## config.mk

```make
export PLATFORM = sky130hd
export DESIGN_NAME = jtgng_keymap
export DESIGN_NICKNAME = d
export VERILOG_FILES = /design/src/rtl/jtgng_keymap.sv
export SDC_FILE = /design/constraint.sdc
export NUM_CORES = 1
export LEC_CHECK = 0
export BUFFER_PORTS_ARGS = -buffer_cell sky130_fd_sc_hd__buf_2
export CAP_MARGIN = 25
export CORE_MARGIN = 5
export CORE_UTILIZATION = 55
export DETAILED_ROUTE_END_ITERATION = 6
export MAX_ROUTING_LAYER = met4
export PLACE_DENSITY = 0.79
export SLEW_MARGIN = 20
export SYNTH_ARGS = -nofsm -noshare
export SYNTH_HDL_FRONTEND = slang
export SYNTH_SLANG_ARGS = --single-unit
```

## constraint.sdc

```tcl
create_clock -name clk -period 5.2 [get_ports clk]
set_clock_uncertainty 0.15 [all_clocks]
set_input_delay 0.78 -clock clk [delete_from_list [all_inputs] [get_ports clk]]
set_output_delay 0.78 -clock clk [all_outputs]
set_load 0.03 [all_outputs]
```

## src/rtl/jtgng_keymap.sv

```systemverilog
// Purpose : turns hps_io PS/2 key events and two hps_io joysticks into the game core's active-low controls.
// Latency : a PS/2 event reaches the outputs two edges after it is seen; a joystick change reaches them one edge later.
// Backpr. : none; ps2_key, joy0 and joy1 are level/toggle inputs that are sampled on every clock.
//
// Ports:
//   clk, rst_n    system clock and asynchronous active-low reset
//   soft_rst      OSD/button reset; it clears only the pause state
//   ps2_key       [10] event toggle, [9] pressed, [8] extended, [7:0] scan code
//   joy0, joy1    hps_io joysticks, active high
//   joystick1/2   active low {jump,fire,up,down,left,right}
//   start_button  active low {start2,start1}
//   coin_input    active low {coin2,coin1}; coin1 is stretched to COIN_CYCLES
//   pause_n       low while the game is paused
module jtgng_keymap #(
    parameter int unsigned COIN_CYCLES = 4800000
) (
    input  logic        clk,
    input  logic        rst_n,
    input  logic        soft_rst,
    input  logic [10:0] ps2_key,
    input  logic [9:0]  joy0,
    input  logic [9:0]  joy1,
    output logic [5:0]  joystick1,
    output logic [5:0]  joystick2,
    output logic [1:0]  start_button,
    output logic [1:0]  coin_input,
    output logic        pause_n
);
    localparam int CW = 23;

    // One held flag per recognised key. Each fire key has its own flag, so
    // releasing one fire key never clears another one that is still held.
    typedef struct packed {
        logic up1, down1, left1, right1;
        logic ctrl_r, alt_r, ctrl_l, alt_l, jump1;
        logic start1, start2, coin, pause;
        logic up2, down2, left2, right2, fire2, jump2;
    } keys_t;

    keys_t           keys_q, keys_d;
    logic            old_tog_q, old_tog_d;
    logic            armed_q, armed_d;
    logic [CW-1:0]   cnt_q, cnt_d;
    logic            coin_prev_q, coin_prev_d;
    logic            pause_q, pause_d;
    logic            pause_prev_q, pause_prev_d;
    logic [5:0]      joystick1_q, joystick1_d;
    logic [5:0]      joystick2_q, joystick2_d;
    logic [1:0]      start_q, start_d;
    logic            coin1_n_q, coin1_n_d;

    logic            key_evt;
    logic            pressed;
    logic [7:0]      code;
    logic [5:0]      p1_m, p2_m;
    logic [1:0]      start_m;
    logic            coin_m, pause_m;

    assign pressed = ps2_key[9];
    assign code    = ps2_key[7:0];

    always_comb begin
        keys_d    = keys_q;
        old_tog_d = ps2_key[10];
        // The first cycle after reset only captures the toggle level, so a
        // toggle that is already high at reset release does not look like an event.
        armed_d   = 1'b1;
        key_evt   = armed_q && (ps2_key[10] != old_tog_q);

        if (key_evt) begin
            if (ps2_key[8]) begin
                case (code)
                    8'h75:   keys_d.up1    = pressed;
                    8'h72:   keys_d.down1  = pressed;
                    8'h6B:   keys_d.left1  = pressed;
                    8'h74:   keys_d.right1 = pressed;
                    8'h14:   keys_d.ctrl_r = pressed;
                    8'h11:   keys_d.alt_r  = pressed;
                    default: ;
                endcase
            end else begin
                case (code)
                    8'h14:   keys_d.ctrl_l = pressed;
                    8'h11:   keys_d.alt_l  = pressed;
                    8'h29:   keys_d.jump1  = pressed;
                    8'h05:   keys_d.start1 = pressed;
                    8'h06:   keys_d.start2 = pressed;
                    8'h04:   keys_d.coin   = pressed;
                    8'h0C:   keys_d.pause  = pressed;
                    8'h2D:   keys_d.up2    = pressed;
                    8'h2B:   keys_d.down2  = pressed;
                    8'h23:   keys_d.left2  = pressed;
                    8'h34:   keys_d.right2 = pressed;
                    8'h1C:   keys_d.fire2  = pressed;
                    8'h1B:   keys_d.jump2  = pressed;
                    default: ;
                endcase
            end
        end

        // Joystick bit order [5:0] already matches {jump,fire,up,down,left,right}.
        p1_m = {keys_q.jump1,
                keys_q.ctrl_r | keys_q.alt_r | keys_q.ctrl_l | keys_q.alt_l,
                keys_q.up1, keys_q.down1, keys_q.left1, keys_q.right1} | joy0[5:0];
        p2_m = {keys_q.jump2, keys_q.fire2,
                keys_q.up2, keys_q.down2, keys_q.left2, keys_q.right2} | joy1[5:0];
        start_m = {keys_q.start2, keys_q.start1} | joy0[7:6] | joy1[7:6];
        coin_m  = keys_q.coin  | joy0[8] | joy1[8];
        pause_m = keys_q.pause | joy0[9] | joy1[9];

        // A coin only starts a pulse from idle. Edges during a pulse are
        // dropped, so the pulse is never retriggered or extended.
        coin_prev_d = coin_m;
        if (coin_m && !coin_prev_q && (cnt_q == '0)) begin
            cnt_d = CW'(COIN_CYCLES);
        end else if (cnt_q != '0) begin
            cnt_d = cnt_q - CW'(1);
        end else begin
            cnt_d = cnt_q;
        end

        // soft_rst wins over a pause edge in the same cycle.
        pause_prev_d = pause_m;
        if (soft_rst) begin
            pause_d = 1'b0;
        end else if (pause_m && !pause_prev_q) begin
            pause_d = ~pause_q;
        end else begin
            pause_d = pause_q;
        end

        joystick1_d = ~p1_m;
        joystick2_d = ~p2_m;
        start_d     = ~start_m;
        coin1_n_d   = (cnt_d == '0);
    end

    always_ff @(posedge clk or negedge rst_n) begin
        if (!rst_n) begin
            keys_q       <= '0;
            old_tog_q    <= 1'b0;
            armed_q      <= 1'b0;
            cnt_q        <= '0;
            coin_prev_q  <= 1'b0;
            pause_q      <= 1'b0;
            pause_prev_q <= 1'b0;
            joystick1_q  <= 6'h3F;
            joystick2_q  <= 6'h3F;
            start_q      <= 2'b11;
            coin1_n_q    <= 1'b1;
        end else begin
            keys_q       <= keys_d;
            old_tog_q    <= old_tog_d;
            armed_q      <= armed_d;
            cnt_q        <= cnt_d;
            coin_prev_q  <= coin_prev_d;
            pause_q      <= pause_d;
            pause_prev_q <= pause_prev_d;
            joystick1_q  <= joystick1_d;
            joystick2_q  <= joystick2_d;
            start_q      <= start_d;
            coin1_n_q    <= coin1_n_d;
        end
    end

    assign joystick1    = joystick1_q;
    assign joystick2    = joystick2_q;
    assign start_button = start_q;
    assign coin_input   = {1'b1, coin1_n_q};
    assign pause_n      = ~pause_q;

endmodule
```

==> flow_metrics.py <==
metrics = {
    "clocking": {
        "cts_setup_buffers": 0,
        "holdBufCountCts": 0,
        "clk_pin_slew_ns": 0.07,
        "htreeDepth": 3,
        "clock_tree.root_cell": "clkbuf_8",
        "tritoncts": "yes",
        "cts_buffer_depth": 2,
        "clk_latency_ns": 0.34,
        "cts.sinks": 62,
        "cts_buffers": 9,
        "cts-resized-gates": 0,
    },
    "route": {
        "firstDrtPassIters": 4,
        "drc": 0,
        "postRouteAntennaNets": 0,
        "routed_wl_um": 5920,
        "drtIter0Drc": 153,
        "via_per_inst": 5.56,
        "wl_per_cell_um": 14.9,
        "vias": 2213,
    },
    "worst_setup_path": {
        "cp-end-kind": "register",
        "path_buf_inv": 0,
        "path_cells": "or4_1, nor4b_4, a211oi_1, a21o_1, or4b_1, nor4_1, and3_1",
        "startpoint_type": "register",
        "cp_slowest_cell": "or4_1",
        "arrival_ns": 3.22,
        "crit_required_ns": 5.34,
        "slowest_delay_ns": 0.64,
        "crit_fanout": 9,
        "setup.worst_path.class": "reg2reg",
        "path_delay_family": "simple AND/OR/NAND/NOR gates",
    },
    "synth": {
        "syn_area_um2": 2920,
        "yosysUniqueCellTypes": 46,
        "synth-edff-count": 0,
        "synth_top_family_by_area": "simple AND/OR/NAND/NOR gates",
        "synthFlopType": "dfrtp_1",
        "synthArstFlopShare": 1.00,
        "avgSynthCellArea_um2": 10.8,
        "synth_seq_cells": 62,
        "synth-adder-area-share": 0.00856,
        "synth-simple-area-share": 0.256,
        "seq_area_frac_synth": 0.537,
        "syn_inst": 270,
        "ys_warn_count": 0,
        "synth_mux_area_frac": 0.0766,
        "synth-compound-area-share": 0.0531,
        "synth_xor_area_frac": 0.0389,
    },
    "sta": {
        "rsz0062_at_grt": "false",
        "setup_viol": 0,
        "finalHoldViolations": 0,
        "tns_ns": 0,
        "slew_viol_final": 0,
        "finalCriticalPeriod_ns": 3.08,
        "fmax_mhz": 325,
        "fin_ws_ns": 2.12,
        "relSlewSlack": 0.507,
        "fin_crit_sh": 0.592,
        "worst_slew_pin_slew_ns": 0.739,
    },
    "final_layout": {
        "multiInputGateArea_um2": 1270,
        "layoutNonFillerInstCount": 398,
        "drive_gt1_frac": 0.330,
        "fin_nets": 358,
        "ff_latch_area_um2": 1570,
        "area_growth_syn_to_layout_pct": 15.8,
        "fillerInstances": 426,
    },
    "floorplanning": {
        "start_util": 0.569,
        "fp.dieW_um": 82.9,
        "die_area_um2": 6870,
        "core_um2": 5140,
        "core.rowCount": 26,
        "io_pins": 51,
        "die_y_um": 82.9,
    },
    "power_and_ir_drop": {
        "power.density_nw_per_um2": 282,
        "vdd_ir_drop_max_mv": 0.213,
        "p_leak_uw": 0.00148,
    },
    "run": {
        "maxCapViolations": 0,
    },
    "placed_design": {
        "post-place-ws_ns": 2.16,
        "dpl.hpwl_um": 4290,
        "io_buffers": 49,
        "post-place-cells": 381,
        "routabilityCongestion": 1.00,
    },
    "grt": {
        "grt-ovfl-total": 0,
        "grt_usage": 0.189,
        "grt_pass1_wl_um": 10200,
        "grt_max_degree": 63,
        "grt_pass1_vias": 2229,
        "antenna_found_initial": 1,
    },
    "hold_path": {
        "hold_class": "reg2reg",
    },
    "status": {
        "status": "finished clean",
    },
}
==> Yosys cell counts, types with 2 or more instances <==
cell type / n / area, µm²
nor3_1: 14 / 70.1
nor2_1: 31 / 116
and3_1: 2 / 12.5
mux2_2: 19 / 214
buf_4: 2 / 15.0
nand4_1: 6 / 37.5
nand4b_1: 4 / 35.0
or2_2: 4 / 25.0
clkbuf_1: 4 / 15.0
nor2b_1: 4 / 25.0
o21ai_0: 8 / 40.0
a21oi_1: 5 / 25.0
nor4_1: 10 / 62.6
or4_2: 2 / 17.5
buf_6: 2 / 22.5
dfstp_2: 15 / 394
or4_1: 6 / 45.0
nand2_1: 15 / 56.3
a31oi_1: 3 / 18.8
nand2b_1: 4 / 25.0
nand3_1: 10 / 50.1
or3_1: 7 / 43.8
ha_1: 2 / 25.0
inv_1: 6 / 22.5
xnor2_1: 9 / 78.8
dfrtp_1: 47 / 1180
nor3b_1: 4 / 30.0
xor2_1: 4 / 35.0
a211oi_1: 4 / 30.0
==> power by group <==
group / internal (µW) / switching (µW)
Clock: 198 / 178
Sequential: 500 / 7.40
Combinational: 25.8 / 47.1
Total: 724 / 232
==> sequential cells by signal, summed over array words and instances, names as in the netlist <==
register / cells
joystick1: 6
start_button: 2
keys_q: 19
armed_q: 1
cnt_q: 23
pause_q: 1
old_tog_q: 1
pause_prev_q: 1
coin1_n_q: 1
coin_prev_q: 1
joystick2: 6
==> per-layer routing <==
metal	vias to the layer above	track usage	share of wire
met1	1048	0.233	0.43
met5	-	-	0
met4	0	0.0832	0.027
li1	1081	-	-
met3	16	0.0584	0.062
met2	68	0.289	0.48
==> cell usage in the layout, fill, tap and decap left out, types with 5 or more instances in the layout <==
cell type,netlist,layout
xnor2_1,9,9
or3_1,7,7
or4_1,6,6
nor2_1,31,31
mux2_2,19,19
dfrtp_1,47,47
a21oi_1,5,5
dfstp_2,15,15
nor3_1,14,14
o21ai_0,8,8
buf_2,1,49
clkbuf_8,0,11
nor4_1,10,10
nand3_1,10,10
nand4_1,6,6
nand2_1,15,15
inv_1,6,6
==> cell families (layout without fill, tap and decap cells) <==
family | count (synthesis) | in the layout
other | 1 | 3
flip-flops | 62 | 62
AO/OA/AOI/OAI | 25 | 25
buffers and inverters | 16 | 72
XOR/XNOR | 13 | 13
adder cells (fa/ha/maj) | 2 | 2
multiplexers | 20 | 20
AND/OR/NAND/NOR | 131 | 131
==> final timing paths <==
check                                        from                     end  slack, ns  depth (start not counted)
min                        keys_q[18]$_DFFE_PN0P_  joystick1[3]$_DFF_PN1_       0.23                          1
max reg2reg                   cnt_q[11]$_DFF_PN0_     coin1_n_q$_DFF_PN1_       2.12                          7
min in group asynchronous                   rst_n      cnt_q[8]$_DFF_PN0_       0.43                          2
max in group asynchronous                   rst_n      cnt_q[7]$_DFF_PN0_       3.97                          2
max                           cnt_q[11]$_DFF_PN0_     coin1_n_q$_DFF_PN1_       2.12                          7
min reg2reg                keys_q[18]$_DFFE_PN0P_  joystick1[3]$_DFF_PN1_       0.23                          1
==> layout make-up <==
class | instances | area share
sequential | 62 | 0.464
multi-input combinational | 193 | 0.376
timing repair buffer | 50 | 0.0746
clock buffer | 13 | 0.0469
tap | 70 | 0.0259
inverter | 6 | 0.00665
clock inverter | 3 | 0.00554
antenna | 1 | 0.000739
==> per-stage QoR <==
| stage | util | total power, µW | cell area (µm²) | hold WS [ns] |
|---|---|---|---|---|
| 2_1_floorplan | - | 554 | 2930 | 0.207 |
| 3_3_place_gp | 0.624 | 588 | 3210 | 0.216 |
| 3_5_place_dp | 0.624 | 589 | 3210 | 0.221 |
| 4_1_cts | 0.658 | 968 | 3380 | 0.231 |
| 5_1_grt | 0.659 | 1000 | 3390 | 0.247 |
| 6_report | 0.659 | 956 | 3390 | 0.227 |
==> worst reg2reg max path, cell delays in order, from the launching register on <==
cell      delay, ns
dfrtp_1        0.47
or4_1          0.64
nor4b_4        0.51
a211oi_1       0.16
a21o_1         0.20
or4b_1         0.50
nor4_1         0.22
and3_1         0.18
No activity file was read; power rests on OpenSTA's default activity.
